<file path="config.mk">
export PLATFORM = sky130hd
export DESIGN_NAME = decode_stage
export DESIGN_NICKNAME = d
export VERILOG_FILES = /design/src/rtl/rv32i_pkg.sv /design/src/rtl/decode_stage_imm_gen.sv /design/src/rtl/decode_stage.sv
export SDC_FILE = /design/constraint.sdc
export NUM_CORES = 1
export LEC_CHECK = 0
export ABC_AREA = 1
export CORE_MARGIN = 2
export CORE_UTILIZATION = 45
export CTS_CLUSTER_DIAMETER = 50
export DETAILED_ROUTE_END_ITERATION = 10
export PLACE_DENSITY_LB_ADDON = 0.1
export SETUP_SLACK_MARGIN = 0.3
export SLEW_MARGIN = 30
export SYNTH_ARGS = -nofsm -noshare
export SYNTH_HDL_FRONTEND = slang
export SYNTH_SLANG_ARGS = --single-unit
export TNS_END_PERCENT = 20
</file>
<file path="constraint.sdc">
create_clock -name clk -period 2.1 [get_ports clk]
set_input_delay 0.42 -clock clk [delete_from_list [all_inputs] [get_ports clk]]
set_output_delay 0.42 -clock clk [all_outputs]
set_load 0.1 [all_outputs]
</file>
<file path="src/rtl/rv32i_pkg.sv">
// Shared RV32I decode types: ALU op encoding, operand selects, opcodes and the
// decoded bundle carried from decode to execute.
package rv32i_pkg;

  typedef enum logic [3:0] {
    ALU_ADD  = 4'd0,
    ALU_SUB  = 4'd1,
    ALU_AND  = 4'd2,
    ALU_OR   = 4'd3,
    ALU_XOR  = 4'd4,
    ALU_SLT  = 4'd5,
    ALU_SLTU = 4'd6,
    ALU_SLL  = 4'd7,
    ALU_SRL  = 4'd8,
    ALU_SRA  = 4'd9
  } alu_op_e;

  typedef enum logic [1:0] {
    SRC_A_RS1  = 2'd0,
    SRC_A_PC   = 2'd1,
    SRC_A_ZERO = 2'd2
  } src_a_e;

  localparam logic [6:0] OPC_OP     = 7'b0110011;
  localparam logic [6:0] OPC_OP_IMM = 7'b0010011;
  localparam logic [6:0] OPC_LOAD   = 7'b0000011;
  localparam logic [6:0] OPC_STORE  = 7'b0100011;
  localparam logic [6:0] OPC_BRANCH = 7'b1100011;
  localparam logic [6:0] OPC_LUI    = 7'b0110111;
  localparam logic [6:0] OPC_AUIPC  = 7'b0010111;
  localparam logic [6:0] OPC_JAL    = 7'b1101111;
  localparam logic [6:0] OPC_JALR   = 7'b1100111;

  localparam logic [6:0] F7_ZERO = 7'b0000000;
  localparam logic [6:0] F7_ALT  = 7'b0100000;

  typedef struct packed {
    alu_op_e     alu_op;
    src_a_e      src_a;
    logic        src_b;
    logic [4:0]  rs1;
    logic [4:0]  rs2;
    logic [4:0]  rd;
    logic [31:0] imm;
    logic        reg_we;
    logic        mem_rd;
    logic        mem_wr;
    logic        branch;
    logic        jump;
    logic        illegal;
  } dec_t;

endpackage

</file>
<file path="src/rtl/decode_stage_imm_gen.sv">
// Immediate generator: all five RV32I immediate formats, sign-extended from
// instr[31]; the decoder picks one by opcode.
module imm_gen (
  input  logic [31:7] i_instr,
  output logic [31:0] o_imm_i,
  output logic [31:0] o_imm_s,
  output logic [31:0] o_imm_b,
  output logic [31:0] o_imm_u,
  output logic [31:0] o_imm_j
);

  always_comb begin
    o_imm_i = {{20{i_instr[31]}}, i_instr[31:20]};
    o_imm_s = {{20{i_instr[31]}}, i_instr[31:25], i_instr[11:7]};
    o_imm_b = {{19{i_instr[31]}}, i_instr[31], i_instr[7], i_instr[30:25],
               i_instr[11:8], 1'b0};
    o_imm_u = {i_instr[31:12], 12'b0};
    o_imm_j = {{11{i_instr[31]}}, i_instr[31], i_instr[19:12], i_instr[20],
               i_instr[30:21], 1'b0};
  end

endmodule

</file>
<file path="src/rtl/decode_stage.sv">
// RV32I decode stage: accepts {pc, instr} over valid/ready and presents the
// decoded bundle from a single registered output slot (latency 1).
module decode_stage
  import rv32i_pkg::*;
#(
  parameter int PC_W = 32
) (
  input  logic            clk,
  input  logic            rst_n,
  input  logic            in_valid,
  output logic            in_ready,
  input  logic [PC_W-1:0] in_pc,
  input  logic [31:0]     in_instr,
  input  logic            flush,
  output logic            out_valid,
  input  logic            out_ready,
  output logic [PC_W-1:0] out_pc,
  output logic [3:0]      out_alu_op,
  output logic [1:0]      out_src_a,
  output logic            out_src_b,
  output logic [4:0]      out_rs1,
  output logic [4:0]      out_rs2,
  output logic [4:0]      out_rd,
  output logic [31:0]     out_imm,
  output logic            out_reg_we,
  output logic            out_mem_rd,
  output logic            out_mem_wr,
  output logic            out_branch,
  output logic            out_jump,
  output logic            out_illegal
);

  logic [31:0]     w_imm_i, w_imm_s, w_imm_b, w_imm_u, w_imm_j;
  logic [31:0]     w_imm_sh;
  logic [6:0]      w_opc, w_f7;
  logic [2:0]      w_f3;
  logic            w_bad;
  logic            w_accept;
  dec_t            w_dec;
  dec_t            r_dec;
  logic            r_valid;
  logic [PC_W-1:0] r_pc;

  imm_gen u_imm_gen (
    .i_instr (in_instr[31:7]),
    .o_imm_i (w_imm_i),
    .o_imm_s (w_imm_s),
    .o_imm_b (w_imm_b),
    .o_imm_u (w_imm_u),
    .o_imm_j (w_imm_j)
  );

  always_comb begin
    w_opc    = in_instr[6:0];
    w_f3     = in_instr[14:12];
    w_f7     = in_instr[31:25];
    w_imm_sh = {27'b0, in_instr[24:20]};
  end

  always_comb begin
    w_bad          = 1'b0;
    w_dec          = '0;
    w_dec.alu_op   = ALU_ADD;
    w_dec.src_a    = SRC_A_RS1;
    w_dec.rs1      = in_instr[19:15];
    w_dec.rs2      = in_instr[24:20];
    w_dec.rd       = in_instr[11:7];
    case (w_opc)
      OPC_OP: begin
        w_dec.reg_we = 1'b1;
        if (w_f7 == F7_ZERO) begin
          case (w_f3)
            3'b000:  w_dec.alu_op = ALU_ADD;
            3'b001:  w_dec.alu_op = ALU_SLL;
            3'b010:  w_dec.alu_op = ALU_SLT;
            3'b011:  w_dec.alu_op = ALU_SLTU;
            3'b100:  w_dec.alu_op = ALU_XOR;
            3'b101:  w_dec.alu_op = ALU_SRL;
            3'b110:  w_dec.alu_op = ALU_OR;
            default: w_dec.alu_op = ALU_AND;
          endcase
        end else if (w_f7 == F7_ALT && w_f3 == 3'b000) begin
          w_dec.alu_op = ALU_SUB;
        end else if (w_f7 == F7_ALT && w_f3 == 3'b101) begin
          w_dec.alu_op = ALU_SRA;
        end else begin
          w_bad = 1'b1;
        end
      end
      OPC_OP_IMM: begin
        w_dec.reg_we = 1'b1;
        w_dec.src_b  = 1'b1;
        w_dec.imm    = w_imm_i;
        case (w_f3)
          3'b000: w_dec.alu_op = ALU_ADD;
          3'b010: w_dec.alu_op = ALU_SLT;
          3'b011: w_dec.alu_op = ALU_SLTU;
          3'b100: w_dec.alu_op = ALU_XOR;
          3'b110: w_dec.alu_op = ALU_OR;
          3'b111: w_dec.alu_op = ALU_AND;
          // shifts carry only the 5-bit shamt; the upper field is funct7
          3'b001: begin
            w_dec.alu_op = ALU_SLL;
            w_dec.imm    = w_imm_sh;
            w_bad        = (w_f7 != F7_ZERO);
          end
          default: begin
            w_dec.imm = w_imm_sh;
            if (w_f7 == F7_ZERO)     w_dec.alu_op = ALU_SRL;
            else if (w_f7 == F7_ALT) w_dec.alu_op = ALU_SRA;
            else                     w_bad = 1'b1;
          end
        endcase
      end
      OPC_LOAD: begin
        w_dec.reg_we = 1'b1;
        w_dec.mem_rd = 1'b1;
        w_dec.src_b  = 1'b1;
        w_dec.imm    = w_imm_i;
        w_bad        = (w_f3 == 3'b011) || (w_f3 == 3'b110) || (w_f3 == 3'b111);
      end
      OPC_STORE: begin
        w_dec.mem_wr = 1'b1;
        w_dec.src_b  = 1'b1;
        w_dec.imm    = w_imm_s;
        w_bad        = w_f3[2] || (w_f3 == 3'b011);
      end
      OPC_BRANCH: begin
        w_dec.branch = 1'b1;
        w_dec.imm    = w_imm_b;
        case (w_f3)
          3'b000, 3'b001: w_dec.alu_op = ALU_SUB;
          3'b100, 3'b101: w_dec.alu_op = ALU_SLT;
          3'b110, 3'b111: w_dec.alu_op = ALU_SLTU;
          default:        w_bad = 1'b1;
        endcase
      end
      OPC_LUI: begin
        w_dec.reg_we = 1'b1;
        w_dec.src_a  = SRC_A_ZERO;
        w_dec.src_b  = 1'b1;
        w_dec.imm    = w_imm_u;
      end
      OPC_AUIPC: begin
        w_dec.reg_we = 1'b1;
        w_dec.src_a  = SRC_A_PC;
        w_dec.src_b  = 1'b1;
        w_dec.imm    = w_imm_u;
      end
      OPC_JAL: begin
        w_dec.reg_we = 1'b1;
        w_dec.jump   = 1'b1;
        w_dec.src_a  = SRC_A_PC;
        w_dec.src_b  = 1'b1;
        w_dec.imm    = w_imm_j;
      end
      OPC_JALR: begin
        w_dec.reg_we = 1'b1;
        w_dec.jump   = 1'b1;
        w_dec.src_b  = 1'b1;
        w_dec.imm    = w_imm_i;
        w_bad        = (w_f3 != 3'b000);
      end
      default: w_bad = 1'b1;
    endcase
    // illegal encodings keep register indices but carry no side effects
    if (w_bad) begin
      w_dec.alu_op  = ALU_ADD;
      w_dec.src_a   = SRC_A_RS1;
      w_dec.src_b   = 1'b0;
      w_dec.imm     = '0;
      w_dec.reg_we  = 1'b0;
      w_dec.mem_rd  = 1'b0;
      w_dec.mem_wr  = 1'b0;
      w_dec.branch  = 1'b0;
      w_dec.jump    = 1'b0;
      w_dec.illegal = 1'b1;
    end
    if (w_dec.rd == 5'd0) w_dec.reg_we = 1'b0;
  end

  always_comb begin
    in_ready = !r_valid || out_ready;
    w_accept = in_valid && in_ready;
  end

  // flush has priority over an accept offered in the same cycle
  always_ff @(posedge clk) begin
    if (!rst_n) begin
      r_valid <= 1'b0;
      r_pc    <= '0;
      r_dec   <= '0;
    end else if (flush) begin
      r_valid <= 1'b0;
    end else if (w_accept) begin
      r_valid <= 1'b1;
      r_pc    <= in_pc;
      r_dec   <= w_dec;
    end else if (out_ready) begin
      r_valid <= 1'b0;
    end
  end

  always_comb begin
    out_valid   = r_valid;
    out_pc      = r_pc;
    out_alu_op  = r_dec.alu_op;
    out_src_a   = r_dec.src_a;
    out_src_b   = r_dec.src_b;
    out_rs1     = r_dec.rs1;
    out_rs2     = r_dec.rs2;
    out_rd      = r_dec.rd;
    out_imm     = r_dec.imm;
    out_reg_we  = r_dec.reg_we;
    out_mem_rd  = r_dec.mem_rd;
    out_mem_wr  = r_dec.mem_wr;
    out_branch  = r_dec.branch;
    out_jump    = r_dec.jump;
    out_illegal = r_dec.illegal;
  end

endmodule
</file>
==> results by group <==
Global route
  • Largest net degree at the start of global routing: between 80 and 90
  • Overflow after GRT: 0
  • Overall Global Routing Usage: roughly 25%
  • Vias in the first global route: around 4500
  • First-pass GRT wire length: approximately 21000 µm
  • Initial antenna violation count: 0

Routing
  • Wire per inst: about 14 µm
  • Antenna Nets Post-Route: 0
  • Vias/cell: ~5.0
  • Pre-antenna DRT Iters: 5
  • First DRT Iteration DRCs: 180
  • Vias: between 4000 and 5000
  • Routed WL: between 10000 and 15000 µm
  • Drt drc: 0

Floorplan
  • Die width: approximately 100 µm
  • IO Count: between 150 and 200
  • Starting Density: around 46%
  • # rows: 36
  • CORE AREA: 9684 µm²
  • Die Span Y: between 100 and 150 µm
  • Die area: 10650 µm²

Final layout
  • Synth-to-Final Area Change: 54.89%
  • Fin nets: between 800 and 900
  • FILL cells: ~840
  • Share of cells above drive strength 1: 37.38%
  • Design Area, Final: 6860 µm²
  • Number of antenna diodes: 0

Run status
  • Outcome: finished, final reports clean

Synth
  • Syn_nets: roughly 660
  • Combinational family with the most area after synthesis: simple AND/OR/NAND/NOR gates
  • Synth Area in Adders: 0%
  • Yosys warnings: 0
  • Synth area leaders: dfxtp_1, nor2_1, nand2_1, nand3_2, o21ai_0
  • Mux contribution to synthesized area: 0%
  • Mapped Cells: a little under 600
  • Top cell type's share of synthesized area: roughly 42%
  • Post-Syn Area: roughly 4400 µm²
  • Yosys reg bits: between 90 and 100
  • Avg Synthesized Cell Area: ~7.5 µm²
  • Compound-Gate Fraction of Synth Area: around 16%
  • Synth area leader: dfxtp_1
  • Post-synthesis sequential area ratio: roughly 42%
  • Cell variety after synth: 32
  • Post-Synth XOR/XNOR Area: 0.1977%
  • Post-Synth Simple-Gate Area: around a third

Worst setup path
  • Crit path required time: between 1.5 and 2 ns
  • Critical path startpoint category: input pin
  • Crit path max-delay cell type: clkdlybuf4s50_1
  • CP cell instances: clkdlybuf4s50_1 > nor2_4 > clkinvlp_4 > buf_4 > buf_12
  • Crit path buf inv count: 4
  • Crit path launch: out_ready
  • CP max stage delay: approximately 0.44 ns
  • Critical R2R Launch: out_valid$_SDFFE_PP0P_
  • Setup crit end kind: primary output
  • Arrival time worst endpoint: around 1.4 ns
  • Setup Crit Path Kind: input pin to primary output
  • CP delay by family, top: buffers and inverters
  • Crit Path Max Fanout: 2

STA
  • Worst-Margin Slew: 0.4947 ns
  • Slew HR: 67.02%
  • Final setup viols: 0
  • Count of pins over their slew limit: 0
  • Post-Route Setup TNS: 0 ns
  • Worst Skew: 0.006596 ns
  • RSZ-0062 raised after global routing: yes
  • Period minus WS final: 1.786 ns
  • Fmax: 560.0 MHz
  • Period Utilization, post-route: between 80 and 90%
  • Hold Vio Cnt, Final: 0

Power
  • Worst VDD drop: a little under 0.4 mV
  • P_leak: about 3.0 nW
  • Pwr/cell area: 631.4 nW/µm²

CTS
  • CTS H-tree lvls: 3
  • Longest Clk Path Bufs: 2
  • Clock Sinks: between 90 and 100
  • Hold-fix buffers, CTS: 0
  • Worst-Skew Late Latency: 0.35 ns
  • CTS tree: done
  • TritonCTS buffer count: 9
  • Register clock-pin slew on the reported worst setup and hold paths: around 0.090 ns
  • Root Driver: clkbuf_8

Hold path
  • Path type of the worst min-delay path: register to register
  • Hold path start: out_alu_op[2]$_SDFFE_PN0P_

Placement
  • Final HPWL DP: around 9900 µm
  • Port bufs: about 160
  • Global placer's final weighted congestion: approximately 0.92
  • Placement Cell Area: roughly 6400 µm²

Flow run
  • Max-cap violation count: 0
==> metal layers <==
| layer | vias up | GRT usage (%) | share of wire (%) |
|---|---|---|---|
| li1 | 2388 | - | - |
| met1 | 2215 | 33.72 | 43 |
| met2 | 169 | 42.46 | 48 |
| met3 | 19 | 3.831 | 6.7 |
| met4 | 0 | 7.692 | 1.6 |
| met5 | - | 0 | 0 |
==> power by group <==
group / internal, mW / switching [mW] / total (mW)
sequential: 1.83 / 0.0363 / 1.87
clock: 0.685 / 0.604 / 1.29
combinational: 0.352 / 0.824 / 1.18
total: 2.87 / 1.46 / 4.33
==> metrics by stage <==
| stage | hold slack, ns | setup WS [ns] | cells | utilization (%) | power [mW] |
|---|---|---|---|---|---|
| 2_1_floorplan | 0.4887 | 0.04174 | 594 | - | 2.683 |
| 3_3_place_gp | 0.4510 | -0.2362 | 915 | 65.62 | 3.030 |
| 3_5_place_dp | 0.4573 | -0.3298 | 915 | 65.62 | 3.044 |
| 4_1_cts | 0.4710 | 0.3101 | 944 | 69.91 | 4.348 |
| 5_1_grt | 0.4942 | 0.2439 | 949 | 70.84 | 4.490 |
| 6_report | 0.4684 | 0.3144 | 949 | 70.84 | 4.332 |
==> final timing paths <==
path                                      to  slack (ns)  cells after the start
hold reg to reg   out_alu_op[2]$_SDFFE_PN0P_        0.47                      2
setup / recovery                    in_ready        0.31                      5
hold / removal    out_alu_op[2]$_SDFFE_PN0P_        0.47                      2
setup reg to reg     out_mem_rd$_SDFFE_PN0P_        0.49                      9
==> flip-flops by register name, summed over array words and instances (netlist names) <==
signal / count
out_src_b: 1
out_rd: 5
out_jump: 1
out_alu_op: 4
out_branch: 1
out_pc: 32
out_imm: 32
out_rs1: 5
out_mem_rd: 1
out_mem_wr: 1
out_rs2: 5
out_illegal: 1
out_reg_we: 1
out_valid: 1
out_src_a: 2
==> cell usage in the layout (no fill, tap or decap), types with 2 or more instances in the layout <==
| cell | synthesis | routed |
|---|---|---|
| a211oi_1 | 3 | 3 |
| nand4_1 | 5 | 5 |
| buf_16 | 0 | 2 |
| nor2_1 | 117 | 110 |
| clkinv_4 | 0 | 2 |
| o21a_1 | 6 | 6 |
| o21ai_2 | 0 | 3 |
| clkdlybuf4s15_1 | 0 | 2 |
| buf_6 | 1 | 5 |
| buf_4 | 0 | 160 |
| o21ai_0 | 54 | 52 |
| dfxtp_1 | 93 | 92 |
| nand2_4 | 0 | 2 |
| clkdlybuf4s50_1 | 0 | 52 |
| clkbuf_2 | 0 | 3 |
| clkbuf_8 | 0 | 11 |
| inv_1 | 14 | 12 |
| a21oi_1 | 18 | 18 |
| nand3_2 | 31 | 34 |
| nor2_4 | 5 | 8 |
| nor2_2 | 2 | 6 |
| buf_12 | 0 | 6 |
| o21ai_1 | 5 | 4 |
| nand2_1 | 115 | 104 |
| dlygate4sd2_1 | 0 | 10 |
| nand2_2 | 5 | 14 |
| nor3_1 | 2 | 2 |
| nand3_1 | 35 | 31 |
| nand3_4 | 1 | 2 |
| inv_2 | 9 | 10 |
| a21oi_2 | 29 | 29 |
==> layout make-up <==
cell class | instances | area [µm²] | share of cell area, %
Multi-Input combinational cell | 440 | 2399 | 34.96
Timing Repair Buffer | 242 | 2103 | 30.66
Sequential cell | 93 | 1866 | 27.19
Clock buffer | 13 | 180.2 | 2.626
Tap cell | 133 | 166.4 | 2.426
Inverter | 26 | 107.6 | 1.568
Clock inverter | 2 | 38.79 | 0.5654
==> logic make-up (layout without fill, tap and decap cells) <==
group / Yosys count / count (layout)
simple gates: 322 / 322
compound gates: 117 / 117
flops: 93 / 93
xor+xnor: 1 / 1
buf+inv: 61 / 283
==> tightest hold or removal path, delay by kind of cell (launching register included) <==
family             cells  cell delay [ns]
DFF                    1             0.32
and+or+nand+nor        1             0.06
AOI/OAI and AO/OA      1             0.05
==> synth_stat cells <==
cell type / n
nand3b_1: 1
dfxtp_1: 93
a31oi_1: 1
inv_2: 9
clkinv_1: 3
nor4_1: 1
o21a_1: 6
nand2_1: 115
nand3_2: 31
buf_6: 1
nor3_1: 2
o21ai_0: 54
a21oi_1: 18
nor2_8: 1
clkbuf_1: 20
nor2_1: 117
nand4_1: 5
xor2_1: 1
buf_1: 5
nor3_2: 1
nand2_2: 5
a21oi_2: 29
buf_8: 3
nor2_4: 5
nor2_2: 2
o21ai_1: 5
a311oi_1: 1
nand3_1: 35
a211oi_1: 3
inv_1: 14
buf_2: 6
nand3_4: 1
==> timing repair <==
item,CTS,global route
gates resized for setup,37,25
setup endpoints to repair,43,39
pin swaps,14,5
setup buffers,12,5
cloned,2,0
Note: power is estimated with default switching activity, not from simulation.
